--- src/rtl/operand_fetch.sv ---
// Operand fetch stage: register file read, writeback bypass, scoreboard hazard
// stall and a one-entry valid/ready output register toward execute.
module operand_fetch #(
  parameter int unsigned CNT_W = 32
) (
  input  logic             clk,
  input  logic             resetn,
  input  logic             in_valid,
  output logic             in_ready,
  input  logic [4:0]       in_rs,
  input  logic [4:0]       in_rt,
  input  logic [4:0]       in_rd,
  input  logic             in_wen,
  output logic [4:0]       raddr1,
  output logic [4:0]       raddr2,
  input  logic [31:0]      rdata1,
  input  logic [31:0]      rdata2,
  input  logic             wb_we,
  input  logic [4:0]       wb_waddr,
  input  logic [31:0]      wb_wdata,
  output logic             out_valid,
  input  logic             out_ready,
  output logic [31:0]      out_a,
  output logic [31:0]      out_b,
  output logic [4:0]       out_rd,
  output logic             out_wen,
  output logic [31:0]      pending,
  output logic [CNT_W-1:0] stall_cnt
);

  localparam int unsigned XLEN = 32;
  localparam int unsigned NREG = 32;

  logic            eff_wen;
  logic            hit_rs;
  logic            hit_rt;
  logic            hit_rd;
  logic            raw_rs;
  logic            raw_rt;
  logic            waw;
  logic            hazard;
  logic            accept;
  logic [XLEN-1:0] opnd_a;
  logic [XLEN-1:0] opnd_b;
  logic [NREG-1:0] pend_set;
  logic [NREG-1:0] pend_clr;

  assign raddr1 = in_rs;
  assign raddr2 = in_rt;

  assign eff_wen = in_wen && (in_rd != 5'd0);
  assign hit_rs  = wb_we && (wb_waddr == in_rs) && (in_rs != 5'd0);
  assign hit_rt  = wb_we && (wb_waddr == in_rt) && (in_rt != 5'd0);
  assign hit_rd  = wb_we && (wb_waddr == in_rd) && (in_rd != 5'd0);

  // A write landing this cycle resolves the hazard on that register.
  assign raw_rs = pending[in_rs] && (in_rs != 5'd0) && !hit_rs;
  assign raw_rt = pending[in_rt] && (in_rt != 5'd0) && !hit_rt;
  assign waw    = eff_wen && pending[in_rd] && !hit_rd;
  assign hazard = raw_rs || raw_rt || waw;

  assign in_ready = resetn && !hazard && (!out_valid || out_ready);
  assign accept   = in_valid && in_ready;

  // Operand select: r0 reads zero, then bypass, then register file.
  always_comb begin
    opnd_a = rdata1;
    opnd_b = rdata2;
    if (in_rs == 5'd0)  opnd_a = '0;
    else if (hit_rs)    opnd_a = wb_wdata;
    if (in_rt == 5'd0)  opnd_b = '0;
    else if (hit_rt)    opnd_b = wb_wdata;
  end

  always_comb begin
    pend_set = '0;
    pend_clr = '0;
    if (accept && eff_wen)             pend_set = NREG'(1) << in_rd;
    if (wb_we && (wb_waddr != 5'd0))   pend_clr = NREG'(1) << wb_waddr;
  end

  always_ff @(posedge clk or negedge resetn) begin
    if (!resetn) begin
      out_valid <= 1'b0;
      out_a     <= '0;
      out_b     <= '0;
      out_rd    <= '0;
      out_wen   <= 1'b0;
      pending   <= '0;
      stall_cnt <= '0;
    end else begin
      if (accept) begin
        out_valid <= 1'b1;
        out_a     <= opnd_a;
        out_b     <= opnd_b;
        out_rd    <= in_rd;
        out_wen   <= eff_wen;
      end else if (out_valid && out_ready) begin
        out_valid <= 1'b0;
      end
      // Set wins over a same-cycle clear; r0 never tracked.
      pending <= ((pending & ~pend_clr) | pend_set) & ~NREG'(1);
      if (in_valid && !in_ready) stall_cnt <= stall_cnt + CNT_W'(1);
    end
  end

endmodule

--- config.mk ---
export PLATFORM = sky130hd
export DESIGN_NAME = operand_fetch
export DESIGN_NICKNAME = d
export VERILOG_FILES = /design/src/rtl/operand_fetch.sv
export SDC_FILE = /design/constraint.sdc
export NUM_CORES = 1
export LEC_CHECK = 0
export ABC_AREA = 0
export BUFFER_PORTS_ARGS = -buffer_cell sky130_fd_sc_hd__buf_2
export CORE_AREA = 2 2 120 122
export CTS_CLUSTER_DIAMETER = 30
export DETAILED_ROUTE_END_ITERATION = 10
export DIE_AREA = 0 0 122 124
export GPL_TIMING_DRIVEN = 1
export HOLD_SLACK_MARGIN = 0.06
export PLACE_DENSITY = 0.89
export REMOVE_ABC_BUFFERS = 1
export SYNTH_ARGS = -nofsm -noshare
export SYNTH_HDL_FRONTEND = slang
export SYNTH_SLANG_ARGS = --single-unit
export TNS_END_PERCENT = 5
--- constraint.sdc ---
create_clock -name clk -period 7.9 [get_ports clk]
set_input_delay 1.58 -clock clk [delete_from_list [all_inputs] [get_ports clk]]
set_output_delay 1.58 -clock clk [all_outputs]
set_load 0.01 [all_outputs]
# [Word level (Yosys, flattened, before mapping)]
# Index checks and enable logic that the tools add are counted.
[totals] n_memories=0 inputBits=122 ramBits=0 rom_bits=0 latch_bits=0 register_bits=134 output_inout_bits=146
[classes] reduce_logical=36 n_mux=14 add_sub_neg=1 div_mod_pow=0 magnitude_cmp=3 shift=2 mul=0 bitwise_logic=3 eq_ne=3
[ops] operator="32-bit 2-to-1 mux" count=6
[ops] operator="1-bit by 5-bit << shifter with 32-bit output, first input constant" count=2
[ops] operator="32-bit by 1-bit adder with 32-bit output, second input constant" count=1
[ops] operator="32-bit bitwise AND" count=1
[ops] operator="32-bit inverter" count=1
[ops] operator="32-bit bitwise OR" count=1
[ops] operator="1-bit logical AND" count=20
[ops] operator="5-bit nonzero test" count=4
[ops] operator="5-bit by 6-bit < comparator with 1-bit output, second input constant" count=3
[ops] operator="1-bit binary-select mux with 5-bit select" count=3
[ops] operator="5-bit == test" count=3
[ops] operator="5-bit zero test" count=2
[ops] operator="1-bit zero test" count=6
[ops] operator="1-bit 2-to-1 mux" count=5
[ops] operator="1-bit logical OR" count=3
[ops] operator="2-bit nonzero test" count=1

# [Depth between registers and ports, before layout]
# Gate-level depths: netlist of run 1.
[depth] ltp_word=14 ltp_mapped=12

# [Worst setup path before layout of run 1]
# Ideal clock, no wire load.
[synth_path] path_kind="input to output" from="input port in_rt[0]" to="output port in_ready" arrival_ns=3.417 required_time_ns=6.320 path_slack_ns=2.903 stages=9 path_cell_list="buf_6 -> buf_6 -> mux4_2 -> mux4_2 -> nor4b_4 -> a21oi_4 -> nand3_2 -> inv_2 -> buf_2"
[synth_between] elab_chain_cells=10 elab_cells_between_ends=14
[synth_rtl] item="from (decl)" line_no="11" source="input logic [4:0] in_rt,"
[synth_rtl] item="branches (longest 4 deep; another with 1-bit binary-select mux with 5-bit select)"
[synth_rtl] item="1-bit logical AND *" line_no="58" source="assign raw_rt = pending[in_rt] && (in_rt != 5'd0) && !hit_rt;"
[synth_rtl] item="1-bit logical OR * (2 in series)" line_no="60" source="assign hazard = raw_rs || raw_rt || waw;"
[synth_rtl] item="1-bit zero test *" line_no="62" source="assign in_ready = resetn && !hazard && (!out_valid || out_ready);"
[synth_rtl] item="1-bit logical AND * (2 in series)" line_no="62"
[synth_rtl] item="to (decl)" line_no="9" source="output logic in_ready,"
# Every way passes the cells marked *. The select of a mux whose other input is x is not followed.

# [Worst setup path after layout of run 1]
# Ends and elaborated chain as after synthesis.

==> impl_results.rst, run 1 <==
.. list-table::
   :header-rows: 1

   * - Metric
     - Value
   * - Global-route wire length before repair
     - 33,800 microns
   * - Slew Limit Fails
     - 0
   * - Largest driver fanout on the critical path
     - 21
   * - Routing usage on met3
     - 0.0682
   * - Largest vdd supply drop
     - ~180 uV
   * - Post-detailed-route DRC marker count
     - 0
   * - Final sum of negative setup slack
     - 0 ns
   * - Global placer's final weighted congestion
     - around 0.95
   * - Number of synthesis warnings
     - 0
   * - Fin. Hold Viols
     - 0
   * - Max Clock Skew
     - 0.00872 ns
   * - Max cap viols
     - 0
   * - Worst setup SP type
     - input port
   * - Reg2reg end
     - out_a[22]
   * - Final Cell Area
     - 9310 sq um
   * - RSZ-0062 raised after global routing
     - false
   * - Global Route Usage Sum
     - 0.292
   * - Count of TritonRoute iterations in the first routing pass
     - 5
   * - Maximum number of pins on one net before global-route repair
     - 89
   * - Final Routed Wirelength
     - 21,800 microns
   * - Async set-reset flop share out of synthesis
     - 1.00
   * - Seq/Total Area, Yosys
     - 0.454
   * - F_max
     - 172 MHz
   * - Category of the critical setup timing path
     - input port to primary output
   * - HPWL reported at the end of detailed placement
     - 15,800 microns
   * - Max clock buf depth
     - 2
   * - Input/output buffers
     - 266
   * - Via count of the first global-routing pass
     - 6,462
   * - Utilization of the core after routing
     - 0.679
   * - WHS Endpoint
     - stall_cnt[31]
   * - Data required time at the worst endpoint
     - 6.32 ns
   * - Cell with the most instances after synthesis
     - sky130_fd_sc_hd__dfrtp_1
   * - Cell row count
     - 43
   * - Initial antenna violation count
     - 1
   * - Minimum setup slack among reg-to-reg paths
     - 4.36 ns
   * - Clock tree root buffer cell
     - sky130_fd_sc_hd__clkbuf_16
   * - Count of clock tree sinks
     - approximately 130
   * - Chip height
     - 124 microns
   * - DIE AREA
     - 15,100 sq um
   * - Static leakage
     - 4.33 nW
   * - Die Span X
     - 122 microns
   * - # resized after CTS
     - 0
   * - Startpoint of the lowest-slack register-to-register path
     - pending[11]
   * - Final global-route overflow total
     - 0
   * - Vias per Instance
     - around 6.0
   * - Commonest cells in the netlist
     - sky130_fd_sc_hd__dfrtp_1, sky130_fd_sc_hd__nand2_1, sky130_fd_sc_hd__mux2i_1
   * - Area Growth Syn to Fin
     - 26.1%
   * - Proportion of layout cells with a drive suffix above 1
     - 0.359
   * - Number of setup violations in the final report
     - 0
   * - Relative max-transition margin
     - 0.472
   * - H-tree depth reported by CTS
     - 4
   * - Largest cells by area after synthesis
     - sky130_fd_sc_hd__dfrtp_1, sky130_fd_sc_hd__mux2i_1, sky130_fd_sc_hd__o31ai_1
   * - Post-Syn Area per Cell
     - 10.4 sq um
   * - Final critical path time including I/O delays and setup
     - 5.83 ns
   * - Worst EP arrival
     - 4.25 ns
   * - Number of standard cells after synthesis
     - roughly 710
   * - Placed cell area
     - around 8700 sq um
   * - Antenna Nets Post-Route
     - 0
   * - Clock tree from TritonCTS
     - done
   * - Busiest layer in global routing
     - met2
   * - Classification of the worst-slack hold path
     - flop to flop
   * - Number of top-level pins
     - ~270
   * - Min-Delay Path Depth
     - 1
   * - DRT iter0 DRCs
     - roughly 550
   * - Flip-flop and latch count after synthesis
     - around 130
   * - Share of the synthesized area in the top cell type
     - 0.454
   * - Clock transition at the registers of the reported paths
     - 0.05 ns
   * - Library cell occupying the most area in the post-synthesis netlist
     - sky130_fd_sc_hd__dfrtp_1
   * - Leading register cell type out of synthesis
     - sky130_fd_sc_hd__dfrtp_1
   * - Met1 demand-to-capacity share in global routing
     - 0.370
   * - Fill cells
     - 1,066
   * - TritonCTS buffer count
     - 17
   * - Count of nets after finishing
     - 1,058
   * - Launch point of the worst hold path
     - stall_cnt[31]
   * - Vias
     - 6,757
   * - Worst R2R Path Depth
     - 7
   * - Setup ws final
     - 2.07 ns
   * - Number of unique standard cell types used by synthesis
     - 53
   * - Initial standard-cell utilization of the core
     - 0.538
   * - Power per Cell Area
     - between 200 and 250 nW/um^2
   * - Combined area of the multi-input logic cells
     - 3700 sq um
   * - Total standard cell area after synthesis
     - roughly 7400 sq um
   * - Post-CTS setup buffer count
     - 0
   * - Element type at the critical path end
     - primary output
   * - Final cycle utilization of the critical path
     - 0.738
   * - Worst-skew pair later-pin latency
     - 0.41 ns
   * - Register area
     - ~3400 sq um
   * - Area of the placeable core
     - 13,700 sq um
   * - Outcome
     - complete, no violations
   * - Global Route met2 Usage
     - 0.486
   * - Transition time at the pin with the least slew margin
     - ~0.79 ns
   * - Hold_buf cts
     - 0
   * - Post-place setup slack
     - around 2.1 ns
   * - Avg WL per Cell
     - 19.4 microns
   * - Number of enable flip-flop cells after synthesis
     - 0
[power by group]
part / internal [W] / leakage (nW) / switching (W) / total [W]
Sequential: 0.000814 / 1.75 / 0.0000945 / 0.000909
Combinational: 0.000225 / 2.27 / 0.000299 / 0.000524
Clock: 0.000550 / 0.310 / 0.000281 / 0.000831
Total: 0.00159 / 4.33 / 0.000674 / 0.00226
[cells by family after synthesis]
family	share of synthesized area
fa+ha+maj	0.00169
simple gates	0.148
mux	0.167
xor+xnor	0.0545
compound gates	0.126
other cells	0.000508
flops	0.454
buf+inv	0.0483
[critical path, cell delays in order]
cell	delay, ns
sky130_fd_sc_hd__buf_2	0.38
sky130_fd_sc_hd__mux4_2	0.57
sky130_fd_sc_hd__mux4_2	0.47
sky130_fd_sc_hd__nor4b_4	0.15
sky130_fd_sc_hd__a21oi_4	0.18
sky130_fd_sc_hd__nand3_2	0.38
sky130_fd_sc_hd__inv_2	0.33
sky130_fd_sc_hd__buf_2	0.18
[worst max-delay path by stage]
stage                 from          end  slack, ns  cells after the start
2_1_floorplan     in_rt[0]  pending[10]      -0.86                      7
4_1_cts           in_rt[0]     in_ready       2.07                      8
3_5_place_dp      in_rt[0]     in_ready       2.10                      8
3_3_place_gp      in_rt[0]     in_ready       2.18                      8
6_report          in_rt[0]     in_ready       2.07                      8
5_1_grt        wb_waddr[3]     in_ready       1.83                     10
[metrics by stage]
| step | total power (W) | hold slack [ns] | std cells |
|---|---|---|---|
| global placement | 0.00142 | 0.456 | 1096 |
| finish | 0.00226 | 0.468 | 1128 |
| global route | 0.00237 | 0.486 | 1128 |
| CTS | 0.00227 | 0.469 | 1127 |
| detailed placement | 0.00144 | 0.460 | 1096 |
| floorplan | 0.00117 | 0.508 | 644 |
[layout make-up]
cell class,count,area share
Tap cell,180,0.0242
Antenna cell,1,0.000269
Clock buffer,22,0.0509
Clock inverter,9,0.0160
Multi-Input combinational cell,504,0.398
Timing Repair Buffer,272,0.148
Inverter,6,0.00242
Sequential cell,134,0.360
[cell usage in the layout (no fill, tap or decap), drive strengths merged, types with 2 or more instances in the layout]
| cell | n |
|---|---|
| a21oi | 3 |
| a31oi | 2 |
| and2 | 3 |
| and3 | 6 |
| buf | 272 |
| bufinv | 4 |
| clkbuf | 22 |
| clkinv | 5 |
| dfrtp | 134 |
| inv | 6 |
| mux2 | 7 |
| mux2i | 70 |
| mux4 | 20 |
| nand2 | 93 |
| nand2b | 8 |
| nand3 | 28 |
| nand3b | 3 |
| nand4 | 16 |
| nand4b | 2 |
| nor2 | 14 |
| nor2b | 7 |
| nor3 | 4 |
| nor3b | 2 |
| nor4 | 6 |
| nor4b | 4 |
| o21ai | 67 |
| o31ai | 65 |
| or2 | 2 |
| or3 | 9 |
| or4 | 5 |
| xnor2 | 32 |
| xor2 | 14 |
[registers in the layout (all words and copies together) (netlist names)]
| register | flops |
|---|---|
| out_a | 32 |
| out_b | 32 |
| stall_cnt | 32 |
| pending | 31 |
| out_rd | 5 |
| out_valid | 1 |
| out_wen | 1 |
[metal layers]
metal | vias up | wire length, microns
met5 | - | 0
met4 | 0 | 608
met3 | 52 | 2100
met2 | 424 | 10600
met1 | 3239 | 8500
li1 | 3042 | -
Power figures use the tool's default switching activity.
==> run 2: changes to the inputs <==
--- a/config.mk
+++ b/config.mk
@@ -7,13 +7,13 @@
 export LEC_CHECK = 0
 export ABC_AREA = 0
 export BUFFER_PORTS_ARGS = -buffer_cell sky130_fd_sc_hd__buf_2
-export CORE_AREA = 2 2 120 122
+export CORE_AREA = 2 2 130 132
 export CTS_CLUSTER_DIAMETER = 30
 export DETAILED_ROUTE_END_ITERATION = 10
-export DIE_AREA = 0 0 122 124
+export DIE_AREA = 0 0 132 134
 export GPL_TIMING_DRIVEN = 1
 export HOLD_SLACK_MARGIN = 0.06
-export PLACE_DENSITY = 0.89
+export PLACE_DENSITY = 0.81
 export REMOVE_ABC_BUFFERS = 1
 export SYNTH_ARGS = -nofsm -noshare
 export SYNTH_HDL_FRONTEND = slang
==> constraint.sdc (replaced) <==
create_clock -name clk -period 4.96 [get_ports clk]
set_input_delay 0.992 -clock clk [delete_from_list [all_inputs] [get_ports clk]]
set_output_delay 0.992 -clock clk [all_outputs]
set_load 0.01 [all_outputs]
==> impl_results.rst, run 2 (synthesis results as in run 1) <==
.. list-table::
   :header-rows: 1

   * - Metric
     - Value
   * - Chip height
     - 134 microns (was 124 microns)
   * - Classification of the worst-slack hold path
     - flop to flop (unchanged)
   * - Largest driver fanout on the critical path
     - 14 (was 21)
   * - Fin. Hold Viols
     - 0 (unchanged)
   * - Die Span X
     - 132 microns (was 122 microns)
   * - Routing usage on met3
     - 0.0620 (was 0.0682)
   * - Initial antenna violation count
     - 0 (was 1)
   * - Global placer's final weighted congestion
     - 0.995 (was 0.955)
   * - Input/output buffers
     - 266 (unchanged)
   * - Via count of the first global-routing pass
     - 6,509 (was 6,462)
   * - Crit path cell chain
     - buf_2, mux4_2, mux4_2, nor4b_4, a21oi_4, nand3_2, inv_2, buf_2 (unchanged)
   * - Vias per Instance
     - 5.74 (was 5.99)
   * - Avg WL per Cell
     - 19.1 microns (was 19.4 microns)
   * - H-tree depth reported by CTS
     - 4 (unchanged)
   * - Total power
     - 0.00364 W (was 0.00226 W)
   * - Initial standard-cell utilization of the core
     - 0.453 (was 0.538)
   * - Largest vdd supply drop
     - 267 uV (was 181 uV)
   * - Biggest registers after layout
     - out_a: 32 flops, out_b: 32 flops, stall_cnt: 32 flops (unchanged)
   * - Count of clock tree sinks
     - 134 (unchanged)
   * - Final Routed Wirelength
     - 22,400 microns (was 21,800 microns)
   * - Relative max-transition margin
     - 0.203 (was 0.472)
   * - Hold_buf cts
     - 0 (unchanged)
   * - Fill cells
     - 1,371 (was 1,066)
   * - Count of TritonRoute iterations in the first routing pass
     - 4 (was 5)
   * - Global Route Usage Sum
     - 0.254 (was 0.292)
   * - Post-detailed-route DRC marker count
     - 0 (unchanged)
   * - Category of the critical setup timing path
     - input port to primary output (unchanged)
   * - DRT iter0 DRCs
     - 439 (was 549)
   * - Final global-route overflow total
     - 0 (unchanged)
   * - Proportion of layout cells with a drive suffix above 1
     - 0.362 (was 0.359)
   * - Global Route met2 Usage
     - 0.410 (was 0.486)
   * - Global-route wire length before repair
     - 35,100 microns (was 33,800 microns)
   * - Data required time at the worst endpoint
     - 3.97 ns (was 6.32 ns)
   * - Final cell count without fillers
     - 1,170 (was 1,128)
   * - Number of antenna diodes
     - 0 (was 1)
   * - F_max
     - between 200 and 250 MHz
   * - Number of top-level pins
     - 268 (unchanged)
   * - Final sum of negative setup slack
     - 0 ns (unchanged)
   * - RSZ-0062 raised after global routing
     - false (unchanged)
   * - Antenna Nets Post-Route
     - 0 (unchanged)
   * - Leading cell types in the layout, fill and taps excluded
     - sky130_fd_sc_hd__buf_2, sky130_fd_sc_hd__dfrtp_1, sky130_fd_sc_hd__nand2_1, sky130_fd_sc_hd__mux2i_1, sky130_fd_sc_hd__o31ai_1 (unchanged)
   * - DIE AREA
     - 17,700 sq um (was 15,100 sq um)
   * - Area of the placeable core
     - 16,300 sq um (was 13,700 sq um)
   * - Clock tree from TritonCTS
     - done (unchanged)
   * - Worst EP arrival
     - 3.21 ns (was 4.25 ns)
   * - Cell family with most CP delay
     - multiplexers (unchanged)
   * - Final critical path time including I/O delays and setup
     - 4.20 ns
   * - Count of nets after finishing
     - 1,060 (was 1,058)
   * - Leading cell type in the layout, fill and taps excluded
     - sky130_fd_sc_hd__buf_2 (unchanged)
   * - Max Clock Skew
     - 0.0123 ns (was 0.00872 ns)
   * - Power per Cell Area
     - 387 nW/um^2 (was 243 nW/um^2)
   * - Clock tree root buffer cell
     - sky130_fd_sc_hd__clkbuf_16 (unchanged)
   * - Met1 demand-to-capacity share in global routing
     - 0.320 (was 0.370)
   * - Cell Count Post-Placement
     - 1,138 (was 1,096)
   * - Clock transition at the registers of the reported paths
     - 0.06 ns (was 0.05 ns)
   * - Final cycle utilization of the critical path
     - 0.847
   * - Worst setup SP type
     - input port (unchanged)
   * - Number of setup violations in the final report
     - 0 (unchanged)
   * - Maximum number of pins on one net before global-route repair
     - 130 (was 89)
   * - HPWL reported at the end of detailed placement
     - 16,300 microns (was 15,800 microns)
   * - Busiest layer in global routing
     - met2 (unchanged)
   * - Slew Limit Fails
     - 0 (unchanged)
   * - Static leakage
     - 4.34 nW (was 4.33 nW)
   * - TritonCTS buffer count
     - 17 (unchanged)
   * - Worst stage delay on the critical path
     - 0.55 ns (was 0.57 ns)
   * - Buffers plus inverters on the worst setup path
     - 3 (unchanged)
   * - Max cap viols
     - 0 (unchanged)
   * - Post-CTS setup buffer count
     - 0 (unchanged)
   * - Cell row count
     - 47 (was 43)
   * - Worst-skew pair later-pin latency
     - 0.42 ns (was 0.41 ns)
   * - # resized after CTS
     - 0 (unchanged)
   * - Transition time at the pin with the least slew margin
     - 1.20 ns (was 0.792 ns)
   * - Vias
     - 6,712 (was 6,757)
   * - Area Growth Syn to Fin
     - 27.1% (was 26.1%)
   * - CP max stage cell
     - sky130_fd_sc_hd__mux4_2 (unchanged)
   * - Max clock buf depth
     - 2 (unchanged)
   * - Outcome
     - complete, no violations (unchanged)
   * - Element type at the critical path end
     - primary output (unchanged)
## run 2: cell count changes in the layout (fill, tap and decap cells not counted)
cell,delta
sky130_fd_sc_hd__clkbuf_1,-1
sky130_fd_sc_hd__diode_2,-1
sky130_fd_sc_hd__clkinv_2,-3
sky130_fd_sc_hd__clkinvlp_4,+2
sky130_fd_sc_hd__buf_4,+2
sky130_fd_sc_hd__inv_6,+3
sky130_fd_sc_hd__clkinv_4,+1
sky130_fd_sc_hd__inv_8,+1
sky130_fd_sc_hd__clkbuf_8,-2
## run 2: metal layers
metal	part of all wire	vias up
met1	0.40	3233
li1	-	3038
met5	0	-
met3	0.082	70
met2	0.48	371
met4	0.040	0
## run 2: power breakdown
| group | internal (W) | total, W | switching [W] |
|---|---|---|---|
| Combinational | 0.000359 | 0.000837 | 0.000478 |
| Clock | 0.000863 | 0.00136 | 0.000493 |
| Sequential | 0.00130 | 0.00144 | 0.000148 |
| Total | 0.00252 | 0.00364 | 0.00112 |
## run 2: final timing paths
check / from / to / slack [ns] / depth (start not counted)
max reg2reg: pending[19] / out_a[6] / 1.85 / 9
min in group asynchronous: resetn / pending[16] / 0.76 / 2
max: in_rt[0] / in_ready / 0.76 / 8
max in group asynchronous: resetn / stall_cnt[12] / 2.79 / 3
min: out_a[25] / out_a[25] / 0.47 / 2
min reg2reg: out_a[25] / out_a[25] / 0.47 / 2
## run 2: metrics by stage
step	hold WS [ns]	setup slack (ns)	util	area, sq um
finish	0.469	0.761	0.576	9390
global route	0.487	0.653	0.576	9390
CTS	0.474	0.762	0.576	9390
detailed placement	0.460	0.766	0.537	8750
global placement	0.455	0.827	0.537	8750
floorplan	0.508	-3.21	-	7050
## run 2: cell type report
class                      instances  area (sq um)  share of cell area
inverter                           6          22.5             0.00240
tap                              220           275              0.0293
multi-input combinational        504          3700               0.394
clock inverter                    13           195              0.0208
clock buffer                      19           443              0.0472
timing repair buffer             274          1400               0.149
sequential                       134          3350               0.357
## run 2: worst min-delay path, delay by kind of cell (launching register included)
family	cells	cell delay [ns]
and+or+nand+nor	1	0.05
AOI/OAI and AO/OA	1	0.05
DFF	1	0.33
==> run 3: changes to the inputs <==
--- a/config.mk
+++ b/config.mk
@@ -7,13 +7,13 @@
 export LEC_CHECK = 0
 export ABC_AREA = 0
 export BUFFER_PORTS_ARGS = -buffer_cell sky130_fd_sc_hd__buf_2
-export CORE_AREA = 2 2 130 132
+export CORE_AREA = 2 2 125 127
 export CTS_CLUSTER_DIAMETER = 30
 export DETAILED_ROUTE_END_ITERATION = 10
-export DIE_AREA = 0 0 132 134
+export DIE_AREA = 0 0 127 129
 export GPL_TIMING_DRIVEN = 1
 export HOLD_SLACK_MARGIN = 0.06
-export PLACE_DENSITY = 0.81
+export PLACE_DENSITY = 0.83
 export REMOVE_ABC_BUFFERS = 1
 export SYNTH_ARGS = -nofsm -noshare
 export SYNTH_HDL_FRONTEND = slang
==> constraint.sdc (replaced) <==
create_clock -name clk -period 4.1 [get_ports clk]
set_input_delay 0.82 -clock clk [delete_from_list [all_inputs] [get_ports clk]]
set_output_delay 0.82 -clock clk [all_outputs]
set_load 0.01 [all_outputs]
==> impl_results.rst, run 3 (synthesis results as in run 1) <==
.. list-table::
   :header-rows: 1

   * - Metric
     - Value
   * - Vias
     - 6,823 (was 6,712)
   * - H-tree depth reported by CTS
     - 4 (unchanged)
   * - Biggest registers after layout
     - out_a: 32 flops, out_b: 32 flops, stall_cnt: 32 flops (unchanged)
   * - DRT iter0 DRCs
     - 584 (was 439)
   * - Worst-skew pair later-pin latency
     - 0.41 ns (was 0.42 ns)
   * - Element type at the critical path end
     - primary output (unchanged)
   * - Transition time at the pin with the least slew margin
     - 0.895 ns (was 1.20 ns)
   * - Final cycle utilization of the critical path
     - 0.909
   * - Classification of the worst-slack hold path
     - flop to flop (unchanged)
   * - Max clock buf depth
     - 2 (unchanged)
   * - Max Clock Skew
     - 0.00885 ns (was 0.0123 ns)
   * - Max cap viols
     - 0 (unchanged)
   * - CP max stage cell
     - sky130_fd_sc_hd__mux4_2 (unchanged)
   * - Worst EP arrival
     - 2.91 ns (was 3.21 ns)
   * - Number of top-level pins
     - 268 (unchanged)
   * - Die Span X
     - 127 microns (was 132 microns)
   * - Min-Delay Path Depth
     - 2 (unchanged)
   * - Largest driver fanout on the critical path
     - 14 (unchanged)
   * - Vias per Instance
     - 5.99 (was 5.74)
   * - Data required time at the worst endpoint
     - 3.28 ns (was 3.97 ns)
   * - Outcome
     - complete, no violations (unchanged)
   * - Leading cell type in the layout, fill and taps excluded
     - sky130_fd_sc_hd__buf_2 (unchanged)
   * - Worst setup SP type
     - input port (unchanged)
   * - Leading cell types in the layout, fill and taps excluded
     - sky130_fd_sc_hd__buf_2, sky130_fd_sc_hd__dfrtp_1, sky130_fd_sc_hd__nand2_1, sky130_fd_sc_hd__mux2i_1, sky130_fd_sc_hd__o31ai_1 (unchanged)
   * - TritonCTS buffer count
     - 17 (unchanged)
   * - Number of setup violations in the final report
     - 0 (unchanged)
   * - Fin. Hold Viols
     - 0 (unchanged)
   * - Final Routed Wirelength
     - 22,600 microns (was 22,400 microns)
   * - RSZ-0062 raised after global routing
     - false (unchanged)
   * - Proportion of layout cells with a drive suffix above 1
     - 0.361 (was 0.362)
   * - Antenna Nets Post-Route
     - 0 (unchanged)
   * - Worst R2R Path Depth
     - 8 (was 9)
   * - Final Cell Area
     - 9280 sq um (was 9390 sq um)
   * - Post-CTS setup buffer count
     - 0 (unchanged)
   * - HPWL reported at the end of detailed placement
     - 16,100 microns (was 16,300 microns)
   * - Depth of the critical timing path with buffers and inverters included
     - 8 (unchanged)
   * - Static leakage
     - 4.30 nW (was 4.34 nW)
   * - Routing usage on met3
     - 0.0732 (was 0.0620)
   * - Post-detailed-route DRC marker count
     - 0 (unchanged)
   * - Global-route wire length before repair
     - 35,700 microns (was 35,100 microns)
   * - Avg WL per Cell
     - 19.8 microns (was 19.1 microns)
   * - Placed cell area
     - 8730 sq um (was 8750 sq um)
   * - Count of nets after finishing
     - 1,061 (was 1,060)
   * - Slew Limit Fails
     - 0 (unchanged)
   * - Crit path cell chain
     - buf_2, mux4_2, mux4_2, nor4b_4, a21oi_4, nand3_2, inv_2, buf_2 (unchanged)
   * - Area Growth Syn to Fin
     - 25.7% (was 27.1%)
   * - Maximum number of pins on one net before global-route repair
     - 120 (was 130)
   * - Met1 demand-to-capacity share in global routing
     - 0.353 (was 0.320)
   * - Largest vdd supply drop
     - 252 uV (was 267 uV)
   * - DIE AREA
     - 16,400 sq um (was 17,700 sq um)
   * - Count of TritonRoute iterations in the first routing pass
     - 7 (was 4)
   * - # resized after CTS
     - 0 (unchanged)
   * - Busiest layer in global routing
     - met2 (unchanged)
   * - Initial antenna violation count
     - 1 (was 0)
   * - Area of the placeable core
     - 15,000 sq um (was 16,300 sq um)
   * - Via count of the first global-routing pass
     - 6,603 (was 6,509)
   * - Total power
     - 0.00417 W (was 0.00364 W)
   * - Category of the critical setup timing path
     - input port to primary output (unchanged)
   * - Buffers plus inverters on the worst setup path
     - 3 (unchanged)
   * - Final critical path time including I/O delays and setup
     - between 3 and 4 ns
   * - Power per Cell Area
     - 449 nW/um^2 (was 387 nW/um^2)
   * - Relative max-transition margin
     - 0.403 (was 0.203)
   * - Cell row count
     - 45 (was 47)
   * - Clock transition at the registers of the reported paths
     - 0.06 ns (about the same)
   * - Worst stage delay on the critical path
     - 0.55 ns (about the same)
   * - Input/output buffers
     - 266 (unchanged)
   * - Initial standard-cell utilization of the core
     - 0.493 (was 0.453)
   * - Clock tree root buffer cell
     - sky130_fd_sc_hd__clkbuf_16 (unchanged)
   * - Hold_buf cts
     - 0 (unchanged)
   * - Global Route Usage Sum
     - 0.280 (was 0.254)
   * - Count of clock tree sinks
     - 134 (unchanged)
   * - Clock tree from TritonCTS
     - done (unchanged)
   * - Cell family with most CP delay
     - multiplexers (unchanged)
   * - Chip height
     - 129 microns (was 134 microns)
   * - Global Route met2 Usage
     - 0.458 (was 0.410)
   * - F_max
     - roughly 270 MHz
   * - Final global-route overflow total
     - 0 (unchanged)
   * - Global placer's final weighted congestion
     - 0.952 (was 0.995)
==> run 3: worst paths after layout <==
path	startpoint	endpoint	slack [ns]
max in group asynchronous	resetn	out_b[27]	2.10
setup reg to reg	stall_cnt[6]	stall_cnt[25]	0.98
hold / removal	out_b[21]	out_b[21]	0.47
setup / recovery	in_rt[0]	in_ready	0.37
min in group asynchronous	resetn	pending[27]	0.59
hold reg to reg	out_b[21]	out_b[21]	0.47
==> run 3: where the power goes <==
| group | internal (W) | total [W] | switching [W] |
|---|---|---|---|
| registers | 0.00157 | 0.00174 | 0.000175 |
| clock network | 0.000850 | 0.00141 | 0.000556 |
| logic | 0.000439 | 0.00102 | 0.000579 |
| total | 0.00286 | 0.00417 | 0.00131 |
==> run 3: layer usage <==
layer | wire length (microns) | share of wire
met1 | 8800 | 0.39
met2 | 10800 | 0.48
met3 | 2210 | 0.098
met4 | 854 | 0.038
met5 | 0 | 0
==> run 3: cell type report <==
cell class / instances / area [sq um]
timing repair buffer: 275 / 1420
antenna: 1 / 2.50
inverter: 6 / 22.5
tap: 188 / 235
clock buffer: 25 / 505
multi-input combinational: 504 / 3700
fill: 1230 / 5690
sequential: 134 / 3350
clock inverter: 7 / 45.0
==> run 3: worst min-delay path: stages, from the launching register on <==
cell                      delay (ns)
sky130_fd_sc_hd__dfrtp_1        0.33
sky130_fd_sc_hd__nand2_1        0.05
sky130_fd_sc_hd__o31ai_1        0.05
==> run 3: through the flow <==
step | setup WS, ns | utilization | TNS, ns | std cells | hold WS (ns)
after floorplan | -3.90 | - | -402.55 | 644 | 0.508
after global placement | 0.369 | 0.583 | 0 | 1107 | 0.455
after detailed placement | 0.298 | 0.583 | 0 | 1107 | 0.460
after CTS | 0.374 | 0.620 | 0 | 1139 | 0.472
after global routing | 0.269 | 0.620 | 0 | 1140 | 0.498
final | 0.371 | 0.620 | 0 | 1140 | 0.469
